[config.mk]
export PLATFORM = sky130hd
export DESIGN_NAME = fifo_wr_arbiter
export DESIGN_NICKNAME = d
export VERILOG_FILES = /design/src/rtl/fifo_arb_pkg.sv /design/src/rtl/rr_pick.sv /design/src/rtl/fifo_wr_arbiter.sv
export SDC_FILE = /design/constraint.sdc
export NUM_CORES = 1
export LEC_CHECK = 0
export ABC_AREA = 1
export ABC_CLOCK_PERIOD_IN_PS = 4300
export CORE_MARGIN = 1
export CORE_UTILIZATION = 35
export DETAILED_ROUTE_END_ITERATION = 6
export PLACE_DENSITY = 0.76
export SYNTH_ARGS = -nofsm -noshare
export SYNTH_HDL_FRONTEND = slang
export SYNTH_SLANG_ARGS = --single-unit
[constraint.sdc]
create_clock -name clk -period 4.3 [get_ports clk]
set_input_delay 0.645 -clock clk [delete_from_list [all_inputs] [get_ports clk]]
set_output_delay 0.645 -clock clk [all_outputs]
set_load 0.01 [all_outputs]
[src/rtl/fifo_arb_pkg.sv]
// Shared state type and round-robin helper for fifo_wr_arbiter.
package fifo_arb_pkg;

  localparam int unsigned MAX_REQ  = 8;
  localparam int unsigned MAX_ID_W = 3;

  typedef enum logic {
    ARB_IDLE  = 1'b0,
    ARB_GRANT = 1'b1
  } arb_state_e;

  typedef struct packed {
    logic                found;
    logic [MAX_ID_W-1:0] id;
  } rr_result_t;

  // First set bit of valid_vec searching upward from last_id+1, wrapping at n_req.
  function automatic rr_result_t next_rr_id(input logic [MAX_REQ-1:0]  valid_vec,
                                            input logic [MAX_ID_W-1:0] last_id,
                                            input int                  n_req);
    rr_result_t res;
    int         idx;
    res = '0;
    for (int k = int'(MAX_REQ); k > 0; k--) begin
      if (k <= n_req) begin
        idx = (int'(last_id) + k) % n_req;
        if (valid_vec[idx[MAX_ID_W-1:0]]) begin
          res.found = 1'b1;
          res.id    = idx[MAX_ID_W-1:0];
        end
      end
    end
    return res;
  endfunction

endpackage

[src/rtl/rr_pick.sv]
// Combinational round-robin winner select: rotate by last_id+1, priority-encode, un-rotate.
module rr_pick #(
  parameter  int unsigned N_REQ = 4,
  localparam int unsigned ID_W  = $clog2(N_REQ)
) (
  input  logic [N_REQ-1:0] valid_i,
  input  logic [ID_W-1:0]  last_id_i,
  output logic             found_o,
  output logic [ID_W-1:0]  id_o
);

  logic [N_REQ-1:0] rot;
  logic [ID_W-1:0]  first_k;

  // base + offs never exceeds 2*N_REQ-1, so a single conditional subtract wraps it.
  function automatic logic [ID_W-1:0] wrap_add(input logic [ID_W-1:0] base,
                                               input int unsigned      offs);
    int unsigned sum;
    sum = 32'(base) + offs;
    if (sum >= N_REQ) sum = sum - N_REQ;
    return ID_W'(sum);
  endfunction

  always_comb begin
    rot = '0;
    for (int unsigned k = 0; k < N_REQ; k++) begin
      rot[k] = valid_i[wrap_add(last_id_i, k + 1)];
    end
  end

  always_comb begin
    first_k = '0;
    for (int k = int'(N_REQ) - 1; k >= 0; k--) begin
      if (rot[k]) first_k = ID_W'(k);
    end
  end

  assign found_o = |rot;
  assign id_o    = wrap_add(last_id_i, 32'(first_k) + 1);

endmodule

[src/rtl/fifo_wr_arbiter.sv]
// Round-robin arbiter sharing one FIFO write port among N_REQ valid/ready burst sources.
// Define FIFO_ARB_BURST_LOCK_EN to hold a grant across req_valid gaps until last/MAX_BURST.
module fifo_wr_arbiter
  import fifo_arb_pkg::*;
#(
  parameter  int unsigned N_REQ      = 4,
  parameter  int unsigned DATA_WIDTH = 8,
  parameter  int unsigned MAX_BURST  = 16,
  localparam int unsigned ID_W       = $clog2(N_REQ)
) (
  input  logic                        clk,
  input  logic                        rstn,
  input  logic [N_REQ-1:0]            req_valid,
  input  logic [N_REQ*DATA_WIDTH-1:0] req_data,
  input  logic [N_REQ-1:0]            req_last,
  output logic [N_REQ-1:0]            req_ready,
  input  logic                        full,
  output logic                        wr_en,
  output logic [DATA_WIDTH-1:0]       wr_data,
  output logic [N_REQ-1:0]            grant,
  output logic [ID_W-1:0]             grant_id,
  output logic                        busy
);

  localparam int unsigned CNT_W = $clog2(MAX_BURST + 1);

  arb_state_e       state_q, state_d;
  logic [ID_W-1:0]  grant_id_q, grant_id_d;
  logic [ID_W-1:0]  last_id_q, last_id_d;
  logic [CNT_W-1:0] beat_cnt_q, beat_cnt_d;

  logic             pick_found;
  logic [ID_W-1:0]  pick_id;
  logic             accept;
  logic             gap_release;
  logic             release_burst;

  // While granted last_id_q equals grant_id_q, so one search start serves both states.
  rr_pick #(.N_REQ(N_REQ)) u_rr_pick (
    .valid_i   (req_valid),
    .last_id_i (last_id_q),
    .found_o   (pick_found),
    .id_o      (pick_id)
  );

  assign busy      = (state_q == ARB_GRANT);
  assign grant_id  = grant_id_q;
  assign grant     = busy ? (N_REQ'(1) << grant_id_q) : '0;
  assign accept    = busy & req_valid[grant_id_q] & ~full;
  assign wr_en     = accept;
  assign req_ready = accept ? (N_REQ'(1) << grant_id_q) : '0;

  // NOTE: every always_comb output gets a default first, so no path leaves it unassigned and no latch is inferred.
  always_comb begin
    wr_data = '0;
    for (int unsigned i = 0; i < N_REQ; i++) begin
      if (ID_W'(i) == grant_id_q) wr_data = req_data[i*DATA_WIDTH +: DATA_WIDTH];
    end
  end

`ifdef FIFO_ARB_BURST_LOCK_EN
  assign gap_release = 1'b0;
`else
  assign gap_release = busy & ~req_valid[grant_id_q];
`endif

  assign release_burst = (accept & (req_last[grant_id_q] |
                                    (beat_cnt_q == CNT_W'(MAX_BURST - 1)))) |
                         gap_release;

  always_comb begin
    state_d    = state_q;
    grant_id_d = grant_id_q;
    last_id_d  = last_id_q;
    beat_cnt_d = beat_cnt_q;
    case (state_q)
      ARB_IDLE: begin
        if (pick_found) begin
          state_d    = ARB_GRANT;
          grant_id_d = pick_id;
          last_id_d  = pick_id;
          beat_cnt_d = '0;
        end
      end
      ARB_GRANT: begin
        if (accept) beat_cnt_d = beat_cnt_q + 1'b1;
        // Handover loads the next winner directly, so back-to-back bursts have no bubble.
        if (release_burst) begin
          beat_cnt_d = '0;
          if (pick_found) begin
            grant_id_d = pick_id;
            last_id_d  = pick_id;
          end else begin
            state_d    = ARB_IDLE;
            grant_id_d = '0;
          end
        end
      end
      default: state_d = ARB_IDLE;
    endcase
  end

  // NOTE: state registers use non-blocking assignments so every flop samples pre-edge values.
  always_ff @(posedge clk or negedge rstn) begin
    if (!rstn) begin
      state_q    <= ARB_IDLE;
      grant_id_q <= '0;
      last_id_q  <= ID_W'(N_REQ - 1);
      beat_cnt_q <= '0;
    end else begin
      state_q    <= state_d;
      grant_id_q <= grant_id_d;
      last_id_q  <= last_id_d;
      beat_cnt_q <= beat_cnt_d;
    end
  end

endmodule

==> impl_metrics.json, run 1 <==
{
  "clock_path_buffers": 2,
  "tightest_slew_ns": 0.716,
  "cp_data_arrival_time_ns": 2.52,
  "cts_tree": "done",
  "cts.clk_slew.worst_paths_ns": 0.07,
  "met3_usage": 0.0295,
  "antennaDiodeCount": 0,
  "hp-class": "reg -> reg",
  "whs_ns": 0.518,
  "p_int_mw": 0.560,
  "syn-cell-area_mm2": 0.00106,
  "cts_sinks": 10,
  "path_max_fanout": 22,
  "final_nets": 296,
  "die-area_mm2": 0.00326,
  "io-pin-count": 63,
  "synth.yosys.seq_area_share": 0.238,
  "power_density_mw_per_mm2": 645,
  "drive_gt1_frac": 0.0683,
  "viasPerCell": 4.95,
  "antenna_found_initial": 0,
  "dp_cells": 276,
  "seqPwrFrac": 0.186,
  "die_w_um": 57.1,
  "grtUsageMet1": 0.271,
  "syn_avg_cell_area_um2": 5.71,
  "criticalPathCategory": "reg -> out",
  "place_hpwl_mm": 2.62,
  "h-tree-depth": 1,
  "track_usage": 0.206,
  "mostFrequentLayoutCell": "nand2_1",
  "grt_use_met2": 0.356,
  "p_leak_nw": 0.846,
  "syn_nets": 232,
  "end_kind": "output port",
  "post_cts.repair.setup_buffers": 0,
  "drc_errors": 20,
  "timing.fmax_mhz": 316,
  "grt_overflow_total": 0,
  "hold_violations": 0,
  "required_ns": 3.65,
  "total_power_mw": 1.12,
  "pwr-share-clk": 0.058,
  "dr.first_iter.drc_count": 119,
  "syn_to_final_growth_pct": 63.0,
  "comb_power_share": 0.756,
  "vias": 1386,
  "start_kind": "register",
  "vdd_drop_max_uv": 455,
  "clockRootBuffer": "clkbuf_4",
  "maxCapViolCount": 0,
  "grt_pass1_wl_mm": 5.42,
  "ant_nets": 0,
  "final-setup-viol-count": 0,
  "place_congestion": 0.858,
  "busiest_layer": "met2",
  "ys_ff_latch": 10,
  "num_rows": 19,
  "grt_max_degree": 23,
  "clkLatencyLatePin_ns": 0.26,
  "postCtsHoldBufs": 0,
  "p_sw_mw": 0.556,
  "slew_headroom": 0.523,
  "swShare": 0.498,
  "rsz0062_at_grt": "false",
  "dr.pass1.iters": 6,
  "violations": "DRC",
  "skew_ns": 0.00939,
  "status": "finished with violations",
  "syn_inst": 186,
  "cts-resized-gates": 0,
  "cts_inserted_buffers": 3,
  "wl_per_cell_um": 11.7,
  "coreArea_mm2": 0.00281,
  "yosysWarnings": 0,
  "layoutNonFillerInstCount": 280,
  "drt-total-wl_mm": 3.27,
  "layout_common_cells": "nand2_1, clkdlybuf4s50_1, inv_1, nand3_1, nor2_1",
  "grt_pass1_vias": 1259,
  "port_buffers": 62,
  "initial_core_util": 0.379,
  "tns_ns": 0,
  "final_util": 0.617,
  "fp.dieH_um": 57.1,
  "fin_crit_sh": 0.735,
  "yosysUniqueCellTypes": 23,
  "drv_slew": 0,
  "period_needed_ns": 3.16
}
flip-flops by register name (all words and copies together), names as in the netlist:
| register | flops |
|---|---|
| grant_id | 2 |
| busy | 1 |
| last_id_q | 2 |
| beat_cnt_q | 5 |
synth_stat cells (all sizes together):
master  number  share of area
nand2       78           0.28
inv         24          0.085
nor2        23          0.095
nand3       19          0.090
dfrtp        8           0.19
o21ai        7          0.037
a21oi        5          0.024
nand4        5          0.029
a221oi       4          0.033
buf          3          0.015
ha           3          0.035
dfstp        2          0.049
o211ai       2          0.014
xor2         2          0.016
xnor2        1         0.0082
power groups by stage:
stage               combinational [mW]  clock (mW)  sequential [mW]
finish                           0.844      0.0648            0.207
global route                     0.941      0.0729            0.216
CTS                              0.852      0.0694            0.208
detailed placement               0.848           0            0.209
global placement                 0.841           0            0.208
floorplan                        0.550           0            0.173
metrics by stage:
| stage | instance area [um^2] | setup slack [ns] |
|---|---|---|
| floorplan | 1060 | 2.24 |
| global placement | 1710 | 1.31 |
| detailed placement | 1710 | 1.29 |
| CTS | 1730 | 1.10 |
| global route | 1730 | 0.887 |
| finish | 1730 | 1.14 |
per-layer routing:
layer	vias up	share of wire
li1	721	-
met1	606	0.42
met2	57	0.45
met3	2	0.12
met4	0	0.0052
met5	-	0
kinds of logic after synthesis:
group,share of synthesized area
AND/OR/NAND/NOR,0.495
buffers and inverters,0.100
AO/OA/AOI/OAI,0.107
flip-flops,0.238
XOR/XNOR,0.0247
adder cells (fa/ha/maj),0.0353
worst max-delay path: stages, from the launching register on:
cell             delay, ns
dfrtp_1               0.80
nand2_1               0.33
inv_1                 0.29
a221oi_1              0.08
a21oi_1               0.21
clkdlybuf4s50_1       0.56
path summary, 6_finish.rpt:
path | from | end | slack (ns) | depth (start not counted)
min reg2reg | beat_cnt_q[1] | beat_cnt_q[1] | 0.52 | 2
max | grant_id[0] | wr_data[6] | 1.14 | 5
max reg2reg | last_id_q[1] | last_id_q[1] | 2.31 | 12
max in group asynchronous | rstn | last_id_q[0] | 3.25 | 1
min in group asynchronous | rstn | beat_cnt_q[4] | 0.70 | 1
min | beat_cnt_q[1] | beat_cnt_q[1] | 0.52 | 2
layout make-up:
| cell class | instances | area [um^2] |
|---|---|---|
| Fill cell | 283 | 1070 |
| Sequential cell | 10 | 253 |
| Clock buffer | 4 | 26.3 |
| Timing Repair Buffer | 62 | 621 |
| Multi-Input combinational cell | 149 | 703 |
| Inverter | 24 | 90.1 |
| Tap cell | 31 | 38.8 |
Note: power is estimated with default switching activity, not from simulation.
==> run 2: changes to the inputs <==
--- a/config.mk
+++ b/config.mk
@@ -6,11 +6,11 @@
 export NUM_CORES = 1
 export LEC_CHECK = 0
 export ABC_AREA = 1
-export ABC_CLOCK_PERIOD_IN_PS = 4300
+export ABC_CLOCK_PERIOD_IN_PS = 2700
 export CORE_MARGIN = 1
-export CORE_UTILIZATION = 35
+export CORE_UTILIZATION = 34
 export DETAILED_ROUTE_END_ITERATION = 6
-export PLACE_DENSITY = 0.76
+export PLACE_DENSITY = 0.77
 export SYNTH_ARGS = -nofsm -noshare
 export SYNTH_HDL_FRONTEND = slang
 export SYNTH_SLANG_ARGS = --single-unit
==> constraint.sdc (replaced) <==
create_clock -name clk -period 2.7 [get_ports clk]
set_input_delay 0.405 -clock clk [delete_from_list [all_inputs] [get_ports clk]]
set_output_delay 0.405 -clock clk [all_outputs]
set_load 0.01 [all_outputs]
==> impl_metrics.json, run 2 (synthesis gave the netlist of run 1 again) <==
{
  "total_power_mw": 1.86,
  "drt-total-wl_mm": 3.30,
  "cp_data_arrival_time_ns": 2.06,
  "maxCapViolCount": 0,
  "path_max_fanout": 10,
  "h-tree-depth": 1,
  "cts_tree": "done",
  "mostFrequentLayoutCell": "nand2_1",
  "hold_violations": 0,
  "required_ns": 2.30,
  "cts.clk_slew.worst_paths_ns": 0.07,
  "die-area_mm2": 0.00335,
  "track_usage": 0.212,
  "ant_nets": 0,
  "grt_overflow_total": 0,
  "drc_errors": 10,
  "cts_sinks": 10,
  "start_kind": "register",
  "slew_headroom": 0.710,
  "timing.fmax_mhz": 405,
  "place_congestion": 0.813,
  "layoutNonFillerInstCount": 283,
  "criticalPathCategory": "reg -> out",
  "coreArea_mm2": 0.00285,
  "slowest_stage": "clkdlybuf4s50_1",
  "preCtsSetupSlack_ns": 0.185,
  "viasPerCell": 4.82,
  "grt_pass1_vias": 1242,
  "status": "finished with violations",
  "die_w_um": 57.9,
  "vias": 1365,
  "antennaDiodeCount": 0,
  "hp-class": "in -> async",
  "crit_chain": "inv_4, nor2_2, a221oi_1, a21oi_1, clkdlybuf4s50_1",
  "vdd_drop_max_uv": 776,
  "fin_area_mm2": 0.00177,
  "num_rows": 19,
  "antenna_found_initial": 0,
  "cts_inserted_buffers": 3,
  "tightest_slew_ns": 0.434,
  "clockRootBuffer": "clkbuf_4",
  "fin_crit_sh": 0.913,
  "violations": "DRC",
  "grt_max_degree": 13,
  "place_area_mm2": 0.00173,
  "io-pin-count": 63,
  "drv_slew": 0,
  "clock_path_buffers": 2,
  "final-setup-viol-count": 0,
  "slowest_delay_ns": 0.56,
  "fp.dieH_um": 57.9,
  "syn_to_final_growth_pct": 66.8,
  "wl_per_cell_um": 11.7,
  "clkLatencyLatePin_ns": 0.26,
  "final_util": 0.621,
  "end_kind": "output port",
  "whs_ns": 0.447,
  "drive_gt1_frac": 0.0952,
  "tns_ns": 0,
  "dr.first_iter.drc_count": 85,
  "port_buffers": 62,
  "dr.pass1.iters": 6,
  "path_buf_inv": 2,
  "dp_cells": 279,
  "worst_slack_ns": 0.234,
  "rsz0062_at_grt": "false",
  "path_delay_family": "buffers and inverters",
  "place_hpwl_mm": 2.63,
  "largest-register": "beat_cnt_q",
  "grt_pass1_wl_mm": 5.61,
  "period_needed_ns": 2.47,
  "final_nets": 299,
  "skew_ns": 0.00331,
  "initial_core_util": 0.372,
  "largest_reg_flops": 5,
  "p_leak_nw": 0.865,
  "layout_common_cells": "nand2_1, clkdlybuf4s50_1, inv_1, nand3_1, nor2_1",
  "power_density_mw_per_mm2": 1050
}
-- run 2: cell count changes in the layout (fill, tap and decap cells not counted) --
cell | previous run | this run
inv_2 | 5 | 4
clkbuf_1 | 1 | 0
clkbuf_8 | 0 | 1
buf_4 | 0 | 3
inv_4 | 0 | 1
nand2_1 | 76 | 75
dfrtp_2 | 0 | 2
nand2_2 | 2 | 3
dfrtp_1 | 8 | 6
-- run 2: worst register-to-register path, cell delays in order, from the launching register on --
cell and delay [ns]:
dfstp_2 0.60, inv_2 0.10, nand2_1 0.07, nand2_1 0.07, nand2_1 0.08, nand2_1 0.07, a21oi_1 0.12, o211ai_1 0.12
ha_1 0.22, xnor2_1 0.17, xor2_1 0.18, nand2_1 0.09, o21ai_0 0.09
-- run 2: path summary, 6_finish.rpt --
check	slack [ns]	endpoint	cells after the start	startpoint
worst max-delay path	0.23	wr_data[6]	5	grant_id[1]
worst min-delay path	0.45	busy	1	rstn
worst max register to register	0.66	last_id_q[1]	12	last_id_q[0]
worst min register to register	0.51	beat_cnt_q[1]	2	beat_cnt_q[1]
max in group asynchronous	1.92	last_id_q[0]	1	rstn
min in group clk	0.51	beat_cnt_q[1]	2	beat_cnt_q[1]
-- run 2: cell type report --
| cell class | instances | area, um^2 |
|---|---|---|
| multi-input cells | 149 | 706 |
| flip-flops and latches | 10 | 255 |
| well taps | 31 | 38.8 |
| clock buffers | 4 | 36.3 |
| inverters | 24 | 92.6 |
| repair buffers | 65 | 643 |
| fillers | 290 | 1080 |
-- run 2: what timing repair did --
| item | CTS | global route |
|---|---|---|
| buffers inserted | 0 | 0 |
| setup endpoints to repair | 0 | 9 |
| hold buffers | 0 | 0 |
| resized for setup | 0 | 4 |
-- run 2: where the power goes --
| part | internal, mW | switching [mW] |
|---|---|---|
| clock network | 0.0819 | 0.0510 |
| registers | 0.223 | 0.0943 |
| logic | 0.648 | 0.762 |
| total | 0.953 | 0.907 |
-- run 2: metal layers --
layer	share of wire	track usage	up-vias	wire length [um]
met3	0.090	0.0313	2	297
met5	0	0	-	0
met4	0.0058	0.0544	0	19
met1	0.46	0.291	590	1510
met2	0.45	0.351	45	1480
li1	-	-	728	-
==> run 3: changes to the inputs <==
--- a/config.mk
+++ b/config.mk
@@ -11,6 +11,7 @@
 export CORE_UTILIZATION = 34
 export DETAILED_ROUTE_END_ITERATION = 6
 export PLACE_DENSITY = 0.77
+export SLEW_MARGIN = 0
 export SYNTH_ARGS = -nofsm -noshare
 export SYNTH_HDL_FRONTEND = slang
 export SYNTH_SLANG_ARGS = --single-unit
==> results of run 3 <==
No change in the layout: final DEF, timing and power equal those of run 2.
